$ cat config.mk
export PLATFORM = sky130hd
export DESIGN_NAME = range_tracker
export DESIGN_NICKNAME = d
export VERILOG_FILES = /design/src/rtl/range_tracker_pkg.sv /design/src/rtl/range_tracker_comp.sv /design/src/rtl/range_tracker.sv
export SDC_FILE = /design/constraint.sdc
export NUM_CORES = 1
export LEC_CHECK = 0
export CAP_MARGIN = 20
export CORE_MARGIN = 2
export CORE_UTILIZATION = 59
export DETAILED_ROUTE_END_ITERATION = 6
export PLACE_DENSITY = 0.84
export SLEW_MARGIN = 5
export SYNTH_ARGS = -nofsm -noshare
export SYNTH_HDL_FRONTEND = slang
export SYNTH_SLANG_ARGS = --single-unit
$ cat constraint.sdc
create_clock -name Clk -period 4 [get_ports Clk]
set_clock_uncertainty 0.15 [all_clocks]
set_input_delay 0.8 -clock Clk [delete_from_list [all_inputs] [get_ports Clk]]
set_output_delay 0.8 -clock Clk [all_outputs]
set_load 0.03 [all_outputs]
$ cat src/rtl/range_tracker_pkg.sv
// Shared state encoding and width helpers for range_tracker.
package range_tracker_pkg;

   localparam logic ST_EMPTY = 1'b0;
   localparam logic ST_ACCUM = 1'b1;

   // Bits needed to hold values 0..n-1, never less than one.
   function automatic int width_for(input int n);
      int w;
      w = $clog2(n);
      return (w < 1) ? 1 : w;
   endfunction

endpackage

$ cat src/rtl/range_tracker_comp.sv
// Unsigned magnitude comparator: exactly one of gt/lt/eq is high for a vs b.
// Purely combinational, no state.
module comp #(
   parameter int DATAWIDTH = 8
) (
   input  logic [DATAWIDTH-1:0] a,
   input  logic [DATAWIDTH-1:0] b,
   output logic                 gt,
   output logic                 lt,
   output logic                 eq
);

   assign gt = (a > b);
   assign lt = (a < b);
   assign eq = (a == b);

endmodule

$ cat src/rtl/range_tracker.sv
// Windowed min/max tracker; result registered, Out_valid pulses the cycle after the last sample.
// No backpressure; Clear drops the partial window. RANGE_TRACKER_IDX_EN adds MaxIdx/MinIdx.
module range_tracker
   import range_tracker_pkg::*;
#(
   parameter int DATAWIDTH = 8,
   parameter int WINDOW    = 16,
   localparam int CNTWIDTH = width_for(WINDOW + 1),
   localparam int IDXWIDTH = width_for(WINDOW)
) (
   input  logic                 Clk,
   input  logic                 Rst,
   input  logic                 In_valid,
   input  logic [DATAWIDTH-1:0] Din,
   input  logic                 Clear,
   output logic [DATAWIDTH-1:0] Max,
   output logic [DATAWIDTH-1:0] Min,
`ifdef RANGE_TRACKER_IDX_EN
   output logic [IDXWIDTH-1:0]  MaxIdx,
   output logic [IDXWIDTH-1:0]  MinIdx,
`endif
   output logic                 Out_valid
);

   logic                 state;
   logic [CNTWIDTH-1:0]  cnt;
   logic [DATAWIDTH-1:0] acc_max, acc_min;
   logic                 max_gt, max_lt, max_eq;
   logic                 min_gt, min_lt, min_eq;
   logic                 upd_max, upd_min, last;
   logic [DATAWIDTH-1:0] fold_max, fold_min;

   comp #(.DATAWIDTH(DATAWIDTH)) u_comp_max (
      .a(Din), .b(acc_max), .gt(max_gt), .lt(max_lt), .eq(max_eq));
   comp #(.DATAWIDTH(DATAWIDTH)) u_comp_min (
      .a(Din), .b(acc_min), .gt(min_gt), .lt(min_lt), .eq(min_eq));

   // Replace only on a strict win; ties keep the earliest sample.
   assign upd_max  = ({max_gt, max_lt, max_eq} == 3'b100);
   assign upd_min  = ({min_gt, min_lt, min_eq} == 3'b010);
   assign last     = (cnt == CNTWIDTH'(WINDOW - 1));
   assign fold_max = (state == ST_EMPTY || upd_max) ? Din : acc_max;
   assign fold_min = (state == ST_EMPTY || upd_min) ? Din : acc_min;

`ifdef RANGE_TRACKER_IDX_EN
   logic [IDXWIDTH-1:0] acc_max_idx, acc_min_idx, cur_idx, fold_max_idx, fold_min_idx;
   assign cur_idx      = cnt[IDXWIDTH-1:0];
   assign fold_max_idx = (state == ST_EMPTY || upd_max) ? cur_idx : acc_max_idx;
   assign fold_min_idx = (state == ST_EMPTY || upd_min) ? cur_idx : acc_min_idx;

   always_ff @(posedge Clk) begin
      if (Rst) begin
         acc_max_idx <= '0;
         acc_min_idx <= '0;
         MaxIdx      <= '0;
         MinIdx      <= '0;
      end else if (!Clear && In_valid) begin
         if (last) begin
            MaxIdx <= fold_max_idx;
            MinIdx <= fold_min_idx;
         end else begin
            acc_max_idx <= fold_max_idx;
            acc_min_idx <= fold_min_idx;
         end
      end
   end
`endif

   always_ff @(posedge Clk) begin
      if (Rst) begin
         state     <= ST_EMPTY;
         cnt       <= '0;
         acc_max   <= '0;
         acc_min   <= '0;
         Max       <= '0;
         Min       <= '0;
         Out_valid <= 1'b0;
      end else begin
         Out_valid <= 1'b0;
         if (Clear) begin
            state <= ST_EMPTY;
            cnt   <= '0;
         end else if (In_valid) begin
            if (last) begin
               Max       <= fold_max;
               Min       <= fold_min;
               Out_valid <= 1'b1;
               cnt       <= '0;
               state     <= ST_EMPTY;
            end else begin
               acc_max <= fold_max;
               acc_min <= fold_min;
               cnt     <= cnt + CNTWIDTH'(1);
               state   <= ST_ACCUM;
            end
         end
      end
   end

endmodule

==> results.sh, run 1 <==
export IMPL_yosysSeqAreaShare_pct=34.65
export IMPL_postSynthAreaPerCell_um2=9.840
export IMPL_dieArea_mm2=0.004330
export IMPL_antenna_found_initial=0
export IMPL_cts_buffer_depth=2
export IMPL_cp_arrival_ps=3130
export IMPL_worst_hold_slack_ps=342.8
export IMPL_reg2reg_from="acc_min[6]"
export IMPL_synth_top_area_share_pct=34.65
export IMPL_die_y_um=65.80
export IMPL_p_per_area_mw_per_mm2=297.1
export IMPL_worst_pin_slew_ps=647.9
export IMPL_p_seq_share_pct=52.1
export IMPL_htree_levels=2
export IMPL_cts_tree="built"
export IMPL_drt_initial_drc_count=94
export IMPL_rrSetupSlack_ps=1600
export IMPL_r2r_end="acc_min[0]"
export IMPL_p_sw_share_pct=26.70
export IMPL_finalWeightedCongestion=0.9510
export IMPL_power_frac_clock_pct=33.0
export IMPL_required_ps=4080
export IMPL_synth_edf_count=0
export IMPL_grt_pass1_wl_um=7734
export IMPL_synthFlopType="dfxtp_1"
export IMPL_synthXorXnorAreaFrac_pct=0.7773
export IMPL_row_count=22
export IMPL_syn_area_mm2=0.002253
export IMPL_synth_fp_nets=258
export IMPL_synth_compound_area_share_pct=19.66
export IMPL_postSynthCellCount=229
export IMPL_synth_top_family_by_area="compound AO/OA/AOI/OAI gates"
export IMPL_crit_type="input port to flip-flop"
export IMPL_drv_cap=0
export IMPL_drc=0
export IMPL_grt_pass1_vias=1621
export IMPL_dp_hpwl_um=3248
export IMPL_relSlewSlack_pct=56.81
export IMPL_cellInternalPower_mw=0.5720
export IMPL_cts_made_buffers=5
export IMPL_core_mm2=0.003661
export IMPL_start_util_pct=61.55
export IMPL_synthMostInstantiatedCell="dfxtp_1"
export IMPL_status="finished clean"
export IMPL_synthTopCellsByCount="39 x dfxtp_1, 26 x nand2b_1, 25 x mux2i_1"
export IMPL_crit_start="Din[6]"
export IMPL_finalHoldViolations=0
export IMPL_port_buffers=28
export IMPL_critical_path_max_fanout=6
export IMPL_rr_worst_depth=7
export IMPL_cts_root_buf="clkbuf_8"
export IMPL_fmax_ghz=0.3272
export IMPL_antenna_cells=0
export IMPL_rsz0062_at_grt="no"
export IMPL_yosysWarnings=0
export IMPL_async_flop_share_pct=0
export IMPL_wl_per_cell_um=14.53
export IMPL_vias=1710
export IMPL_grt_use_total_pct=23.58
export IMPL_crit_path_end="acc_min[0]"
export IMPL_ys_ff_latch=39
export IMPL_cellLeakagePower_nw=1.001
export IMPL_ant_nets=0
export IMPL_combPwrFrac_pct=15.0
export IMPL_p_total_mw=0.7804
export IMPL_drive_gt1_share_pct=13.33
export IMPL_setup_viol_count_final=0
export IMPL_switching_power_mw=0.2083
export IMPL_io_pins=29
export IMPL_fillers=316
export IMPL_hold_class="flip-flop to flip-flop"
export IMPL_cts_sinks=39
export IMPL_vdd_ir_drop_max_uv=221.3
export IMPL_drv_slew=0
export IMPL_wirelength_um=4402
export IMPL_start_kind="input port"
export IMPL_synthSimpleGateAreaFrac_pct=18.21
export IMPL_finalSetupTns_ps=0
export IMPL_post_cts_resized=0
export IMPL_synth_top_cell_by_area="dfxtp_1"
export IMPL_fin_nets=283
export IMPL_worstHoldStart="acc_min[5]"
export IMPL_fin_crit_sh_pct=76.40
export IMPL_crit_path_end_kind="flip-flop"
export IMPL_grt_max_degree=46
export IMPL_synthMuxAreaShare_pct=11.60
export IMPL_synth_top_cells_by_area="dfxtp_1 35%, mux2i_1 11%, ha_1 9.4%"
export IMPL_yosysUniqueCellTypes=38
export IMPL_period_needed_ps=3056
export IMPL_area_delta_synth_final_pct=16.55
export IMPL_clock_latency_ps=300
export IMPL_ctsHoldBuffers=0
export IMPL_cts_setup_buffers=0
export IMPL_die_w_um=65.80
export IMPL_synthAdderAreaFrac_pct=9.439
export IMPL_path_clk_slew_ps=70
export IMPL_avgViaCountPerCell=5.644
export IMPL_grt_overflow_total=0
export IMPL_first_pass_iters=4
metrics by stage:
step           utilization, %  instances  worst slack [ps]  cell area (um2)
2_1_floorplan               -        229              1446             2253
3_3_place_gp            69.51        295             691.3             2545
3_5_place_dp            69.51        295             645.3             2545
4_1_cts                 71.74        303             935.8             2626
5_1_grt                 71.74        303             810.0             2626
6_report                71.74        303             944.1             2626
worst min-delay path by stage:
stage | slack [ps] | cells after the start | end
2_1_floorplan | 310 | 1 | cnt[4]
3_3_place_gp | 320 | 2 | acc_min[2]
3_5_place_dp | 330 | 2 | acc_min[5]
4_1_cts | 350 | 2 | acc_min[1]
5_1_grt | 360 | 2 | acc_min[1]
6_report | 340 | 2 | acc_min[5]
worst max-delay path, stage by stage:
cell and delay (ps):
clkdlybuf4s50_1 500, ha_1 360, and3_1 200, a221o_1 350, a22oi_2 240, and2_1 430
mux2i_1 240
flip-flops by register name (all words and copies together) (netlist names):
signal     cells
acc_max        8
Out_valid      1
Min            8
cnt            5
acc_min        8
Max            8
state          1
per-layer routing:
metal / global-route usage, % / vias to the layer above / wire length [um]
met5: 0 / - / 0
met4: 8.594 / 0 / 70
met3: 4.600 / 7 / 185
met2: 35.23 / 36 / 1962
met1: 33.62 / 792 / 2184
li1: - / 875 / -
cell usage in the layout, fill, tap and decap left out, types with 2 or more instances in the layout:
| cell type | n |
|---|---|
| buf_4 | 3 |
| nand2_1 | 5 |
| a211oi_2 | 9 |
| or3_1 | 2 |
| nand4_1 | 3 |
| a311oi_2 | 8 |
| a21oi_1 | 2 |
| and3_1 | 2 |
| ha_1 | 17 |
| o21ai_1 | 9 |
| nor2_1 | 22 |
| o311ai_0 | 7 |
| inv_1 | 15 |
| clkdlybuf4s50_1 | 28 |
| nand2b_1 | 26 |
| o21ai_0 | 2 |
| xor2_1 | 2 |
| mux2i_1 | 25 |
| clkbuf_1 | 2 |
| nor3_1 | 4 |
| clkbuf_8 | 5 |
| dfxtp_1 | 39 |
final cells by class:
type / count / area, um2 / share of cell area (%)
Clock buffer: 7 / 76.32 / 2.906
Clock inverter: 1 / 5.005 / 0.1906
Inverter: 15 / 56.30 / 2.144
Multi-Input combinational cell: 162 / 1345 / 51.21
Sequential cell: 39 / 780.7 / 29.73
Tap cell: 48 / 60.06 / 2.287
Timing Repair Buffer: 31 / 302.8 / 11.53
power groups by stage:
stage          logic, mW  registers (mW)  clock network, mW
2_1_floorplan     0.0843           0.412                  0
3_3_place_gp       0.113           0.415                  0
3_5_place_dp       0.116           0.415                  0
4_1_cts            0.117           0.406              0.261
5_1_grt            0.130           0.407              0.279
6_report           0.117           0.406              0.257
cell families after synthesis:
kind of cell / Yosys count
AND/OR/NAND/NOR: 73
XOR/XNOR: 2
buffers and inverters: 28
flip-flops: 39
multiplexers: 26
adder cells (fa/ha/maj): 17
AO/OA/AOI/OAI: 44
No activity file was read; power rests on OpenSTA's default activity.
==> inputs of run 2 (changes only) <==
- CORE_UTILIZATION: 59 -> 55
- PLACE_DENSITY: 0.84 -> 0.79
- clock period: 4 -> 3.1 ns (I/O delays scaled with it)
==> results.sh, run 2 (synthesis results as in run 1) <==
export IMPL_cp_top_family="simple AND/OR/NAND/NOR gates"
export IMPL_rrSetupSlack_ps=770
export IMPL_vias=1757
export IMPL_fmax_ghz=0.3503
export IMPL_core_mm2=0.003971
export IMPL_vdd_ir_drop_max_uv=276.6
export IMPL_crit_type="input port to flip-flop"
export IMPL_post_cts_resized=0
export IMPL_final_seq_area_um2=780.7
export IMPL_crit_chain="clkdlybuf4s50_1 -> buf_4 -> ha_1 -> nand4_1 -> or3_1 -> o21ai_2 -> o21ai_1 -> a311oi_2"
export IMPL_p_per_area_mw_per_mm2=374.1
export IMPL_antenna_cells=0
export IMPL_relSlewSlack_pct=56.72
export IMPL_fin_crit_sh_pct=92.08
export IMPL_status="finished clean"
export IMPL_finalWeightedCongestion=0.8293
export IMPL_drive_gt1_share_pct=17.23
export IMPL_clock_latency_ps=290
export IMPL_grt_pass1_vias=1613
export IMPL_cellLeakagePower_nw=1.062
export IMPL_rr_worst_depth=7
export IMPL_row_count=23
export IMPL_drv_cap=0
export IMPL_critical_path_max_fanout=9
export IMPL_layout_commonest_cell="dfxtp_1"
export IMPL_cts_tree="built"
export IMPL_wl_per_cell_um=14.37
export IMPL_cts_buffer_depth=2
export IMPL_period_needed_ps=2854
export IMPL_io_pins=29
export IMPL_ctsHoldBuffers=0
export IMPL_worst_path_buf_inv=2
export IMPL_finalSetupTns_ps=0
export IMPL_grt_max_degree=46
export IMPL_ant_nets=0
export IMPL_antenna_found_initial=0
export IMPL_start_kind="input port"
export IMPL_drt_initial_drc_count=123
export IMPL_hold_class="flip-flop to flip-flop"
export IMPL_required_ps=3160
export IMPL_reg2reg_from="acc_max[5]"
export IMPL_die_y_um=68.01
export IMPL_grt_pass1_wl_um=7445
export IMPL_first_pass_iters=4
export IMPL_area_delta_synth_final_pct=21.21
export IMPL_drv_slew=0
export IMPL_crit_path_end_kind="flip-flop"
export IMPL_min_path_cells=2
export IMPL_drc=0
export IMPL_die_w_um=68.01
export IMPL_dieArea_mm2=0.004625
export IMPL_finalHoldViolations=0
export IMPL_cp_arrival_ps=2910
export IMPL_worstHoldStart="acc_min[5]"
export IMPL_grt_use_total_pct=21.62
export IMPL_start_util_pct=56.74
export IMPL_fillers=343
export IMPL_port_buffers=28
export IMPL_multi_input_area_mm2=0.001345
export IMPL_cts_made_buffers=5
export IMPL_htree_levels=2
export IMPL_worst_pin_slew_ps=647.7
export IMPL_max_stage_delay_ps=550
export IMPL_rsz0062_at_grt="no"
export IMPL_grt_overflow_total=0
export IMPL_fin_nets=295
export IMPL_path_clk_slew_ps=70
export IMPL_setup_viol_count_final=0
export IMPL_min_delay_worst_endpoint="acc_min[5]"
export IMPL_cts_root_buf="clkbuf_8"
export IMPL_cts_sinks=39
export IMPL_avgViaCountPerCell=5.543
export IMPL_cts_setup_buffers=0
export IMPL_final_cell_mix="39 x dfxtp_1, 28 x clkdlybuf4s50_1, 26 x nand2b_1"
export IMPL_place_area_mm2=0.002650
export IMPL_design_area_mm2=0.002731
export IMPL_cpMaxStageDelayCell="or3_1"
export IMPL_dp_hpwl_um=3392
export IMPL_wirelength_um=4555
export IMPL_r2r_end="Max[5]"
run 2: changes by cell type in the layout (fill, tap and decap cells not counted), sizes merged:
| cell | before | now |
|---|---|---|
| buf | 3 | 15 |
run 2: metal layers:
metal | up-vias | share of wire, % | global-route usage, %
li1 | 893 | - | -
met2 | 32 | 47 | 34.95
met4 | 0 | 1.4 | 7.500
met3 | 7 | 3.7 | 3.947
met1 | 825 | 48 | 28.79
met5 | - | 0 | 0
run 2: worst max path at each step:
stage | start | cells after the start | slack (ps) | end
floorplan | Din[6] | 8 | 730 | acc_min[0]
global placement | Din[5] | 7 | 50 | Max[6]
detailed placement | Din[6] | 8 | -50 | Max[1]
CTS | Din[6] | 8 | 270 | Max[6]
global route | Din[5] | 7 | 110 | Max[6]
finish | Din[6] | 8 | 250 | Max[5]
run 2: power breakdown:
group,internal (mW),switching (mW),total [mW],leakage (nW)
logic,0.0769,0.0857,0.163,0.704
clock network,0.158,0.177,0.335,0.0422
registers,0.513,0.0113,0.524,0.316
run 2: worst register-to-register path: cells and delay by family (launching register included):
kind / cells / cell delay [ps]
adder cells (fa/ha/maj): 1 / 300
flip-flops: 1 / 390
AND/OR/NAND/NOR: 2 / 630
AO/OA/AOI/OAI: 3 / 710
buffers and inverters: 1 / 60
run 2: area by class of cell:
class | count | share of cell area, %
multi-input cells | 162 | 49.24
well taps | 50 | 2.290
clock inverters | 1 | 0.1832
flip-flops and latches | 39 | 28.58
repair buffers | 43 | 14.84
clock buffers | 7 | 2.794
inverters | 15 | 2.061
run 2: stage by stage:
stage	cells	power, mW	util (%)	setup WS (ps)	hold slack, ps
after floorplan	229	0.6409	-	726.0	308.3
after global placement	309	0.6935	66.73	49.35	322.1
after detailed placement	309	0.6981	66.73	-45.04	329.1
after CTS	317	1.030	68.78	266.9	341.1
after global routing	317	1.068	68.78	111.4	363.0
final	317	1.022	68.78	245.6	340.1
==> inputs of run 3 (changes only) <==
- CELL_PAD_IN_SITES_DETAIL_PLACEMENT: unset -> 1
- CELL_PAD_IN_SITES_GLOBAL_PLACEMENT: unset -> 1
- CORE_UTILIZATION: 55 -> 43
- GPL_ROUTABILITY_DRIVEN: unset -> 0
- PLACE_DENSITY: 0.79 -> unset
- PLACE_DENSITY_LB_ADDON: unset -> 0.1
==> results.sh, run 3 (synthesis results as in run 1) <==
export IMPL_preCtsSetupSlack_ps=-9.092
export IMPL_fillers=598
export IMPL_worst_hold_slack_ps=348.7
export IMPL_ant_nets=0
export IMPL_clock_latency_ps=300
export IMPL_setup_ws_ps=295.7
export IMPL_required_ps=3160
export IMPL_final_cell_mix="39 x dfxtp_1, 28 x clkdlybuf4s50_1, 26 x nand2b_1"
export IMPL_cts_buffer_depth=2
export IMPL_stdcell_count=337
export IMPL_path_clk_slew_ps=80
export IMPL_max_stage_delay_ps=540
export IMPL_vias=1795
export IMPL_wl_per_cell_um=15.49
export IMPL_drt_initial_drc_count=70
export IMPL_p_sw_share_pct=25.30
export IMPL_cts_tree="built"
export IMPL_p_total_mw=1.140
export IMPL_power_frac_clock_pct=39.6
export IMPL_port_buffers=28
export IMPL_grt_pass1_vias=1794
export IMPL_period_needed_ps=2804
export IMPL_cts_setup_buffers=0
export IMPL_crit_chain="clkdlybuf4s50_1 -> buf_4 -> ha_1 -> nand4_1 -> or3_1 -> o21ai_2 -> o21ai_1 -> a311oi_2"
export IMPL_avgViaCountPerCell=5.326
export IMPL_place_inst=329
export IMPL_core_mm2=0.005075
export IMPL_fin_nets=295
export IMPL_wirelength_um=5219
export IMPL_area_delta_synth_final_pct=24.49
export IMPL_grt_use_total_pct=19.26
export IMPL_fin_util_pct=55.28
export IMPL_layout_commonest_cell="dfxtp_1"
export IMPL_grt_max_degree=46
export IMPL_drc=0
export IMPL_grt_overflow_total=0
export IMPL_start_util_pct=44.40
export IMPL_dieArea_mm2=0.005835
export IMPL_die_y_um=76.39
export IMPL_first_pass_iters=2
export IMPL_cp_arrival_ps=2860
export IMPL_start_kind="input port"
export IMPL_vdd_ir_drop_max_uv=282.7
export IMPL_switching_power_mw=0.2885
export IMPL_status="finished clean"
export IMPL_cts_made_buffers=5
export IMPL_setup_viol_count_final=0
export IMPL_worst_pin_slew_ps=692.0
export IMPL_cts_root_buf="clkbuf_8"
export IMPL_finalSetupTns_ps=0
export IMPL_crit_type="input port to flip-flop"
export IMPL_ctsHoldBuffers=0
export IMPL_hold_class="flip-flop to flip-flop"
export IMPL_cellLeakagePower_nw=1.087
export IMPL_design_area_mm2=0.002805
export IMPL_p_per_area_mw_per_mm2=406.5
export IMPL_wl_met1_um=2363
export IMPL_place_area_mm2=0.002688
export IMPL_post_cts_resized=0
export IMPL_rsz0062_at_grt="no"
export IMPL_cts_sinks=39
export IMPL_antenna_found_initial=0
export IMPL_htree_levels=2
export IMPL_fin_crit_sh_pct=90.46
export IMPL_met2_length_um=2667
export IMPL_met3_wirelength_um=118
export IMPL_highest_layer="met4"
export IMPL_p_seq_share_pct=46.0
export IMPL_drv_slew=0
export IMPL_relSlewSlack_pct=53.87
export IMPL_combPwrFrac_pct=14.4
export IMPL_critical_path_max_fanout=9
export IMPL_cellInternalPower_mw=0.8518
export IMPL_drv_cap=0
export IMPL_antenna_cells=0
export IMPL_drive_gt1_share_pct=17.98
export IMPL_die_w_um=76.39
export IMPL_cpMaxStageDelayCell="or3_1"
export IMPL_io_pins=29
export IMPL_crit_path_end_kind="flip-flop"
export IMPL_fmax_ghz=0.3566
export IMPL_row_count=26
export IMPL_finalHoldViolations=0
export IMPL_grt_pass1_wl_um=8963
export IMPL_dp_hpwl_um=3945
run 3: changes by cell type in the layout (fill, tap and decap cells not counted), sizes merged:
cell,before,now
bufinv,0,1
clkbuf,7,6
run 3: worst max-delay path, delay by kind of cell:
kind                       cells  cell delay, ps
adders and majority gates      1             290
AOI/OAI and AO/OA              3             620
buffers and inverters          2             640
and+or+nand+nor                2             680
run 3: power groups by stage:
stage	sequential (mW)	combinational [mW]	clock (mW)
after floorplan	0.532	0.109	0
after global placement	0.536	0.163	0
after detailed placement	0.536	0.167	0
after CTS	0.524	0.168	0.460
after global routing	0.526	0.184	0.478
final	0.524	0.165	0.451
run 3: metal layers:
layer,vias to the layer above,track usage (%)
met4,0,6.545
met2,16,33.72
li1,909,-
met1,863,23.34
met5,-,0
met3,7,4.147
run 3: layout make-up:
| class | count | area (um2) | area share (%) |
|---|---|---|---|
| clock inverters | 2 | 35.03 | 1.249 |
| well taps | 70 | 87.58 | 3.122 |
| repair buffers | 43 | 417.9 | 14.90 |
| flip-flops and latches | 39 | 780.7 | 27.83 |
| inverters | 15 | 56.30 | 2.007 |
| multi-input cells | 162 | 1345 | 47.95 |
| clock buffers | 6 | 82.58 | 2.944 |
run 3: path summary, 6_finish.rpt:
path	slack (ps)	startpoint	depth (start not counted)	endpoint
worst min-delay path	350	acc_min[0]	2	acc_min[0]
worst max register to register	730	acc_max[3]	7	Max[7]
worst min register to register	350	acc_min[0]	2	acc_min[0]
worst max-delay path	300	Din[6]	8	Max[7]
